## config.mk

```make
export PLATFORM = sky130hd
export DESIGN_NAME = controlador_alu_flat
export DESIGN_NICKNAME = d
export VERILOG_FILES = /design/src/rtl/alu_pkg.sv /design/src/rtl/controlador_alu_if.sv /design/src/rtl/contador_latencia.sv /design/src/rtl/controlador_alu.sv /design/src/flat_wrapper.sv
export SDC_FILE = /design/constraint.sdc
export NUM_CORES = 1
export LEC_CHECK = 0
export ABC_AREA = 1
export CAP_MARGIN = 10
export CORE_MARGIN = 10
export CORE_UTILIZATION = 40
export DETAILED_ROUTE_END_ITERATION = 8
export GPL_TIMING_DRIVEN = 0
export HOLD_SLACK_MARGIN = 0.02
export PLACE_DENSITY = 0.85
export SYNTH_ARGS = -nofsm -noshare
export SYNTH_HDL_FRONTEND = slang
export SYNTH_SLANG_ARGS = --single-unit
```

## constraint.sdc

```tcl
create_clock -name clk -period 1.6 [get_ports clk]
set_clock_uncertainty 0.15 [all_clocks]
set_input_delay 0.4 -clock clk [delete_from_list [all_inputs] [get_ports clk]]
set_output_delay 0.4 -clock clk [all_outputs]
set_load 0.005 [all_outputs]
```

## src/rtl/alu_pkg.sv

```systemverilog
// Shared definitions for the lab ALU: opcode numbering, controller states and
// the request validity rule used by the sequencing controller.
package alu_pkg;

  localparam logic [3:0] OP_SUMA       = 4'd0;
  localparam logic [3:0] OP_RESTA      = 4'd1;
  localparam logic [3:0] OP_MULT       = 4'd2;
  localparam logic [3:0] OP_DIV        = 4'd3;
  localparam logic [3:0] OP_MOD        = 4'd4;
  localparam logic [3:0] OP_AND        = 4'd5;
  localparam logic [3:0] OP_OR         = 4'd6;
  localparam logic [3:0] OP_XOR        = 4'd7;
  localparam logic [3:0] OP_SHIFT_IZQ  = 4'd8;
  localparam logic [3:0] OP_SHIFT_DER  = 4'd9;

  typedef enum logic [1:0] {
    ESPERA  = 2'd0,
    EJECUTA = 2'd1,
    ENTREGA = 2'd2
  } estado_t;

  // operandoB arrives zero-extended so the rule is independent of data width.
  function automatic logic esValida(input logic [3:0] operacion, input logic [31:0] operandoB);
    logic divide;
    divide = (operacion == OP_DIV) || (operacion == OP_MOD);
    return (operacion <= OP_SHIFT_DER) && !(divide && (operandoB == 32'd0));
  endfunction

endpackage

```

## src/rtl/controlador_alu_if.sv

```systemverilog
// Bus between the input logic, the ALU controller and the result multiplexer.
interface controlador_alu_if #(parameter int ancho = 3);
  import alu_pkg::*;

  // Handshake: a request transfers on a rising edge where inicio and listo are
  // both high; listo drops for the whole operation and valido pulses for one
  // cycle when resultado/cero/negativo/error are meaningful.
  logic             inicio;
  logic             listo;
  logic [ancho:0]   operandoA;
  logic [ancho:0]   operandoB;
  logic [3:0]       operacion;
  logic [3:0]       seleccion;
  logic [ancho:0]   salidaA;
  logic [ancho:0]   salidaB;
  logic [ancho:0]   resultadoMux;
  logic [ancho:0]   resultado;
  logic             cero;
  logic             negativo;
  logic             error;
  logic             valido;
  estado_t          estado;

  modport master (
    output inicio, operandoA, operandoB, operacion, resultadoMux,
    input  listo, seleccion, salidaA, salidaB, resultado, cero, negativo,
           error, valido, estado
  );

  modport slave (
    input  inicio, operandoA, operandoB, operacion, resultadoMux,
    output listo, seleccion, salidaA, salidaB, resultado, cero, negativo,
           error, valido, estado
  );

endinterface

```

## src/rtl/contador_latencia.sv

```systemverilog
// Loadable down-counter that times the EJECUTA phase; esCero marks the capture cycle.
module contador_latencia #(
    parameter int anchoCnt = 3
) (
    input  logic                clk,
    input  logic                rst,
    input  logic                cargar,
    input  logic [anchoCnt-1:0] valor,
    input  logic                decrementar,
    output logic                esCero
);

    logic [anchoCnt-1:0] cuenta;

    always_ff @(posedge clk or posedge rst) begin
        if (rst) begin
            cuenta <= '0;
        end else if (cargar) begin
            cuenta <= valor;
        end else if (decrementar) begin
            cuenta <= cuenta - anchoCnt'(1);
        end
    end

    assign esCero = (cuenta == '0);

endmodule

```

## src/rtl/controlador_alu.sv

```systemverilog
// Sequencing controller: accepts a request, drives the mux select for the
// operation's latency, then captures and strobes the result with flags.
module controlador_alu
    import alu_pkg::*;
#(
    parameter int ancho       = 3,
    parameter int latenciaDiv = 4
) (
    input logic              clk,
    input logic              rst,
    controlador_alu_if.slave bus
);

    localparam int ANCHO_CNT = $clog2(latenciaDiv) + 1;

    estado_t              estado;
    logic [3:0]           seleccionQ;
    logic [ancho:0]       salidaAQ;
    logic [ancho:0]       salidaBQ;
    logic [ancho:0]       resultadoQ;
    logic                 ceroQ;
    logic                 negativoQ;
    logic                 errorQ;
    logic                 valida;
    logic                 esDivision;
    logic                 carga;
    logic                 cntCero;
    logic [ANCHO_CNT-1:0] valorCarga;

    assign valida     = esValida(bus.operacion, 32'(bus.operandoB));
    assign esDivision = (bus.operacion == OP_DIV) || (bus.operacion == OP_MOD);
    assign valorCarga = esDivision ? ANCHO_CNT'(latenciaDiv - 1) : '0;
    assign carga      = (estado == ESPERA) && bus.inicio && valida;

    contador_latencia #(.anchoCnt(ANCHO_CNT)) uContador (
        .clk         (clk),
        .rst         (rst),
        .cargar      (carga),
        .valor       (valorCarga),
        .decrementar ((estado == EJECUTA) && !cntCero),
        .esCero      (cntCero)
    );

    always_ff @(posedge clk or posedge rst) begin
        if (rst) begin
            estado     <= ESPERA;
            seleccionQ <= '0;
            salidaAQ   <= '0;
            salidaBQ   <= '0;
            resultadoQ <= '0;
            ceroQ      <= 1'b0;
            negativoQ  <= 1'b0;
            errorQ     <= 1'b0;
        end else begin
            case (estado)
                ESPERA: begin
                    if (bus.inicio) begin
                        if (valida) begin
                            seleccionQ <= bus.operacion;
                            salidaAQ   <= bus.operandoA;
                            salidaBQ   <= bus.operandoB;
                            errorQ     <= 1'b0;
                            estado     <= EJECUTA;
                        end else begin
                            // Rejected: outputs toward the datapath stay as they were.
                            errorQ     <= 1'b1;
                            resultadoQ <= '0;
                            ceroQ      <= 1'b0;
                            negativoQ  <= 1'b0;
                            estado     <= ENTREGA;
                        end
                    end
                end
                EJECUTA: begin
                    if (cntCero) begin
                        resultadoQ <= bus.resultadoMux;
                        ceroQ      <= (bus.resultadoMux == '0);
                        negativoQ  <= bus.resultadoMux[ancho];
                        estado     <= ENTREGA;
                    end
                end
                ENTREGA: estado <= ESPERA;
                default: estado <= ESPERA;
            endcase
        end
    end

    assign bus.listo     = (estado == ESPERA);
    assign bus.valido    = (estado == ENTREGA);
    assign bus.estado    = estado;
    assign bus.seleccion = seleccionQ;
    assign bus.salidaA   = salidaAQ;
    assign bus.salidaB   = salidaBQ;
    assign bus.resultado = resultadoQ;
    assign bus.cero      = ceroQ;
    assign bus.negativo  = negativoQ;
    assign bus.error     = errorQ;

endmodule

```

## src/flat_wrapper.sv

```systemverilog
// flat-port wrapper written by rule: the top's interface ports become plain ports
module controlador_alu_flat import alu_pkg::*;
#(
    parameter int ancho       = 3,
    parameter int latenciaDiv = 4
)
  (clk, rst, bus_inicio, bus_operandoA, bus_operandoB, bus_operacion, bus_resultadoMux, bus_listo, bus_seleccion, bus_salidaA, bus_salidaB, bus_resultado, bus_cero, bus_negativo, bus_error, bus_valido, bus_estado);
  controlador_alu_if #(.ancho(ancho)) bus_i ();
  input logic clk;
  input logic rst;
  input wire logic [$bits(bus_i.inicio)-1:0] bus_inicio;
  input wire logic [$bits(bus_i.operandoA)-1:0] bus_operandoA;
  input wire logic [$bits(bus_i.operandoB)-1:0] bus_operandoB;
  input wire logic [$bits(bus_i.operacion)-1:0] bus_operacion;
  input wire logic [$bits(bus_i.resultadoMux)-1:0] bus_resultadoMux;
  output wire logic [$bits(bus_i.listo)-1:0] bus_listo;
  output wire logic [$bits(bus_i.seleccion)-1:0] bus_seleccion;
  output wire logic [$bits(bus_i.salidaA)-1:0] bus_salidaA;
  output wire logic [$bits(bus_i.salidaB)-1:0] bus_salidaB;
  output wire logic [$bits(bus_i.resultado)-1:0] bus_resultado;
  output wire logic [$bits(bus_i.cero)-1:0] bus_cero;
  output wire logic [$bits(bus_i.negativo)-1:0] bus_negativo;
  output wire logic [$bits(bus_i.error)-1:0] bus_error;
  output wire logic [$bits(bus_i.valido)-1:0] bus_valido;
  output wire logic [$bits(bus_i.estado)-1:0] bus_estado;
  assign bus_i.inicio = bus_inicio;
  assign bus_i.operandoA = bus_operandoA;
  assign bus_i.operandoB = bus_operandoB;
  assign bus_i.operacion = bus_operacion;
  assign bus_i.resultadoMux = bus_resultadoMux;
  assign bus_listo = bus_i.listo;
  assign bus_seleccion = bus_i.seleccion;
  assign bus_salidaA = bus_i.salidaA;
  assign bus_salidaB = bus_i.salidaB;
  assign bus_resultado = bus_i.resultado;
  assign bus_cero = bus_i.cero;
  assign bus_negativo = bus_i.negativo;
  assign bus_error = bus_i.error;
  assign bus_valido = bus_i.valido;
  assign bus_estado = bus_i.estado;
  controlador_alu #(.ancho(ancho), .latenciaDiv(latenciaDiv)) u_core (.clk(clk), .rst(rst), .bus(bus_i));
endmodule
```

After elaboration in Yosys (flattened, before gate mapping)
Cells that the tools add are included.
{"block": "word_totals", "output_inout_bits": 23, "regBits": 24, "in_bits": 19, "elab_cells": 54}
{"block": "op_classes", "muxes": 18, "n_addsub": 1, "order_cmp": 1, "eq_ne": 7, "reduce_logical": 18}
{"op": "4-bit 2-to-1 mux", "count": 3}
{"op": "4-bit zero test", "count": 2}
{"op": "2-bit 2-to-1 mux", "count": 4}
{"op": "4-bit case mux with 2 select lines", "count": 1}
{"op": "3-bit 2-to-1 mux", "count": 2}
{"op": "1-bit logical AND", "count": 5}
{"op": "1-bit 2-to-1 mux", "count": 5}
{"op": "4-bit by 2-bit == test with 1-bit output, second input constant", "count": 1}
{"op": "4-bit by 3-bit == test with 1-bit output, second input constant", "count": 1}
{"op": "4-bit <= comparator, second input constant", "count": 1}
{"op": "2-bit inequality test, second input constant", "count": 2}
{"op": "1-bit case mux with 2 select lines", "count": 2}
{"op": "2-bit case mux with 2 select lines", "count": 1}
{"op": "2-bit AND reduction", "count": 2}
{"op": "4-bit AND reduction", "count": 1}
{"op": "2-bit nonzero test", "count": 2}
{"op": "3-bit zero test", "count": 1}
{"op": "3-bit AND reduction", "count": 1}
{"op": "3-bit by 1-bit subtractor with 3-bit output, second input constant", "count": 1}
{"op": "2-bit by 1-bit == test with 1-bit output, second input constant", "count": 1}
{"op": "2-bit == test, second input constant", "count": 1}
{"op": "1-bit zero test", "count": 2}
{"op": "2-bit zero test", "count": 1}
{"op": "2-bit by 1-bit inequality test with 1-bit output, second input constant", "count": 1}
{"op": "1-bit logical OR", "count": 1}

Logic depth before layout (Yosys ltp)
{"block": "logic_depth", "ltp_word": 8, "depth_mapped": 10, "depth_no_buf": 10}

Cells and area by module
From an unflattened synthesis, not the netlist that was laid out.
{"block": "unflattened", "cells_unflattened": 136, "area_unflattened_um2": 1094.8}
{"module": "controlador_alu", "area_per_inst_um2": 912.1, "cells_each": 113, "seq_area_each_um2": 500.5, "instances": 1}
{"module": "contador_latencia", "area_per_inst_um2": 182.7, "cells_each": 23, "seq_area_each_um2": 75.1, "instances": 1}

Worst setup path after synthesis
Ideal clock, no wire load.
{"block": "synth_path", "kind": "reg2reg", "start": "register u_core.estado[0] (netlist: u_core.bus.estado[0])", "end": "register u_core.resultadoQ[2] (netlist: u_core.bus.resultado[2])", "slack_ns": 0.166, "required_time_ns": 1.333, "period_less_slack_ns": 1.434, "stages_incl_launch_ff": 8, "setup_ns": 0.117, "t_arrival_ns": 1.166, "n_path_buf": 1, "path_cell_list": "dfrtp_1 > nor3_4 > inv_1 > o21ai_2 > nand2_2 > buf_6 > nand2_1 > o21ai_2"}
{"block": "synth_via", "elab_chain_len": 3, "word_cells_on_any_way": 8, "classes_between": "eq/ne (4); mux (1); reduce/logical (3)"}
{"element": "start, declared", "line_no": "controlador_alu.sv:16", "rtl": "estado_t estado;"}
{"element": "start signal, assigned", "line_no": "controlador_alu.sv:46", "rtl": "estado <= ESPERA;"}
{"element": "start signal, assigned", "line_no": "controlador_alu.sv:63", "rtl": "estado <= EJECUTA;"}
{"element": "start signal, assigned", "line_no": "controlador_alu.sv:70", "rtl": "estado <= ENTREGA;"}
{"element": "2-bit by 1-bit == test with 1-bit output / 2-bit zero test (equally long branches)", "line_no": "controlador_alu.sv:55", "rtl": "case (estado)"}
{"element": "2-bit by 1-bit inequality test with 1-bit output (no line), or another cell as far along"}
{"element": "4-bit AND reduction (no line)"}
{"element": "end signal, assigned", "line_no": "controlador_alu.sv:76", "rtl": "resultadoQ <= bus.resultadoMux;"}
{"element": "end, declared", "line_no": "controlador_alu.sv:20", "rtl": "logic [ancho:0] resultadoQ;"}
Parallel ways exist; a longest one is shown, timed or not.
A chain may end at the register's enable or synchronous reset.

Worst setup path in the final report
{"block": "layout_path", "start": "register u_core.estado[0] (netlist: u_core.bus.estado[0])", "end": "register u_core.seleccionQ[0] (netlist: u_core.bus.seleccion[0])"}
{"block": "layout_via", "elab_chain_len": 2}
{"element": "2-bit zero test", "line_no": "controlador_alu.sv:55"}
{"element": "3-bit AND reduction (no line)"}
{"element": "end signal, assigned", "line_no": "controlador_alu.sv:59", "rtl": "seleccionQ <= bus.operacion;"}
{"element": "end, declared", "line_no": "controlador_alu.sv:17", "rtl": "logic [3:0] seleccionQ;"}
No other way between the ends.

==> impl_metrics.ini <==
[synth]
avgSynthCellArea_um2 = 8.47
synth-seq-area-share = 0.515
ys_ff_latch = 23
postSynthCellCount = 132
synth_warnings = 0
synth_fp_nets = 153
ys_top_cells_by_count = 53 x sky130_fd_sc_hd__nand2_1, 23 x sky130_fd_sc_hd__dfrtp_1, 14 x sky130_fd_sc_hd__inv_1
post_synth_instance_area_um2 = 1120
synthMostInstantiatedCell = sky130_fd_sc_hd__nand2_1
synthFlopType = sky130_fd_sc_hd__dfrtp_1
synth_cell_types = 18
async_flop_share = 1.00
synth_top_cell_area_share = 0.515
yosysTopAreaCell = sky130_fd_sc_hd__dfrtp_1
cells_taking_the_most_area_after_synthesis = sky130_fd_sc_hd__dfrtp_1 51%, sky130_fd_sc_hd__nand2_1 18%, sky130_fd_sc_hd__inv_1 4.7%, sky130_fd_sc_hd__o21ai_2 4.7%, sky130_fd_sc_hd__nand2_2 3.4%
synth-edff-count = 0

[route]
detail_route.drc_violations = 0
drt-vias-per-instance = 4.84
post_route_antenna_net_violation_count = 0
routed_wire_length_per_instance_um = 14.2
drt_iter0_markers = 20
route.vias.total = 1114
drt-total-wl_mm = 3.26
drt-pass1-iter-count = 4

[power_and_ir_drop]
comb_power_share = 0.588
sw_frac_of_total = 0.379
power-per-cell-area_nw_per_um2 = 1620
total_power_mw = 3.02
power.internal_mw = 1.88
power_switching_mw = 1.14
maximum_vdd_ir_drop_mv = 1.22
clock_power_frac = 0.090
power_leakage_nw = 1.01
power.sequential.fraction = 0.323

[clock_tree]
max-clock-path-buffers = 2
tritoncts_num_sinks = 23
clock_tree_from_tritoncts = yes
cts.clk_slew.worst_paths_ps = 130
cts_made_buffers = 3
cts_root_buf = sky130_fd_sc_hd__clkbuf_4
clk_latency_ps = 310
ctsHtreeMaxLevel = 1

[global_routing]
gr-usage-met2 = 0.235
grt_start_max_net_pins = 24
global_route.usage.total = 0.131
via_count_of_the_first_global_routing_pass = 1249
grt_most_used_layer = met2
grtUsageMet3 = 0.0503
grt_first_pass_wirelength_mm = 5.71
antenna_found_initial = 0
grt_use_met1 = 0.140
grt_remaining_overflow = 0

[worst_setup_path]
cpMaxStageDelayCell = sky130_fd_sc_hd__dfrtp_2
worst_path_dominant_cell_family = buffers and inverters
timing.critical_path.buf_inv = 6
crit_path_cell_chain = buf_6 > buf_6 > buf_6 > nor3_4 > buf_6 > nand3_4 > inv_4 > buf_6 > nand2_2 > nand2_1
worst-endpoint-arrival_ps = 1840
crit_path_max_incr_delay_ps = 430
end_kind = flip-flop
crit_path_max_fanout = 5
crit_top_cell = sky130_fd_sc_hd__buf_6
crit_required_ps = 1710
start_kind = flip-flop
worst-r2r-setup-slack_ps = -130
critPathKind = flip-flop to flip-flop

[final_layout]
antenna_cells_inserted = 0
area_overhead_of_the_layout_relative_to_synthesis_pct = 66.6
drive_above_1_share = 0.372
final_core_utilization = 0.687
num-nets-final = 221
finish.cell_count_without_fillers = 230

[sta]
tns_ps = -2240
timing.final.hold_violations = 0
max_clk_rate_mhz = 580
finalWorstSetupSlack_ps = -125
maxSlewViolCount = 0
worst_pin_slew_ps = 849
rsz0062_at_grt = true
min_period_over_period = 1.08
slew_headroom = 0.433
setup_viol = 25
timing.final.crit_period_ps = 1730

[flow_run]
cap_viol_max_count = 0

[die]
vertical_die_dimension_um = 72.9
placement_rows = 19
core_area_um2 = 2710
overall_die_area_um2 = 5310
die_width_um = 72.9
io_pins = 42
initial_utilization = 0.413

[run_status]
violations_in_the_final_reports = negative setup slack
run_status = finished, violations left

[worst_hold_path]
timing.hold.worst.class = flip-flop to flip-flop

[placement]
port-buffer-count = 41
dp_hpwl_mm = 2.17
number_of_placed_instances_taps_included = 204
gp_routability_congestion = 0.723
## registers in the layout, indices dropped and copies added, names as in the netlist
| name | count |
|---|---|
| u_core.bus.cero | 1 |
| u_core.bus.error | 1 |
| u_core.bus.estado | 2 |
| u_core.bus.negativo | 1 |
| u_core.bus.resultado | 3 |
| u_core.bus.salidaA | 4 |
| u_core.bus.salidaB | 4 |
| u_core.bus.seleccion | 4 |
| u_core.uContador.cuenta | 3 |
## path summary, 6_finish.rpt
kind / from / end / depth (start not counted)
worst max-delay path: u_core.bus.estado[0] / u_core.bus.seleccion[0] / 10
worst min-delay path: u_core.bus.seleccion[1] / u_core.bus.seleccion[1] / 2
min in group asynchronous: rst / u_core.bus.salidaA[3] / 2
worst min register to register: u_core.bus.seleccion[1] / u_core.bus.seleccion[1] / 2
worst max register to register: u_core.bus.estado[0] / u_core.bus.seleccion[0] / 10
max in group asynchronous: rst / u_core.bus.estado[0] / 2
## power by group through the flow
stage | Sequential (mW) | Clock [mW] | Combinational (mW)
after floorplan | 1.02 | 0 | 0.649
after global placement | 0.997 | 0 | 1.33
after detailed placement | 1.01 | 0 | 1.38
after CTS | 0.966 | 0.271 | 1.72
after global routing | 1.01 | 0.305 | 1.96
final | 0.975 | 0.271 | 1.77
## per-stage QoR
step           hold slack [ps]  cell area (um2)  setup WS (ps)
4_1_cts                    340             1840           -101
3_5_place_dp               317             1570           -375
2_1_floorplan              252             1120            166
5_1_grt                    341             1860           -216
6_report                   341             1860           -125
3_3_place_gp               312             1570           -345
## layout by cell type (no fill, tap or decap), drive strengths merged
cell type	Yosys	final
buf	4	28
clkbuf	0	3
clkdlybuf4s15	0	1
clkdlybuf4s50	0	14
clkinv	0	1
dfrtp	23	23
dlygate4sd2	0	23
ha	2	2
inv	17	17
nand2	59	59
nand3	3	4
nand4	1	1
nor2	9	9
nor3	1	1
nor4	1	1
o21ai	10	10
xor2	2	2
## area by class of cell
type,count,area (um2)
tap,31,38.8
buffer,3,37.5
inverter,17,66.3
clock inverter,1,5.00
multi-input combinational,89,524
timing repair buffer,63,592
fill,210,847
clock buffer,3,22.5
sequential,23,577
## worst reg2reg max path: stages, from the launching register on
cell and delay [ps]:
sky130_fd_sc_hd__dfrtp_2 430, sky130_fd_sc_hd__buf_6 120, sky130_fd_sc_hd__buf_6 100, sky130_fd_sc_hd__buf_6 110, sky130_fd_sc_hd__nor3_4 170, sky130_fd_sc_hd__buf_6 140
sky130_fd_sc_hd__nand3_4 110, sky130_fd_sc_hd__inv_4 110, sky130_fd_sc_hd__buf_6 130, sky130_fd_sc_hd__nand2_2 50, sky130_fd_sc_hd__nand2_1 60
## repair_timing
item	in CTS	in global routing
hold buffers	0	0
endpoints found under the setup margin	37	27
endpoints found under the hold margin	0	0
pin swaps	8	5
gates resized for setup	68	15
gates cloned	4	0
buffers inserted	20	1
## kinds of logic after synthesis
| group | synth area share |
|---|---|
| adder cells (fa/ha/maj) | 0.0224 |
| flip-flops | 0.515 |
| buffers and inverters | 0.0906 |
| AND/OR/NAND/NOR | 0.292 |
| AO/OA/AOI/OAI | 0.0649 |
| XOR/XNOR | 0.0157 |
## per-layer routing
metal  share of wire  wire length [um]
met1            0.38              1240
met2            0.52              1700
met3           0.089               289
met4          0.0095                31
met5               0                 0
No activity file was read; power rests on OpenSTA's default activity.
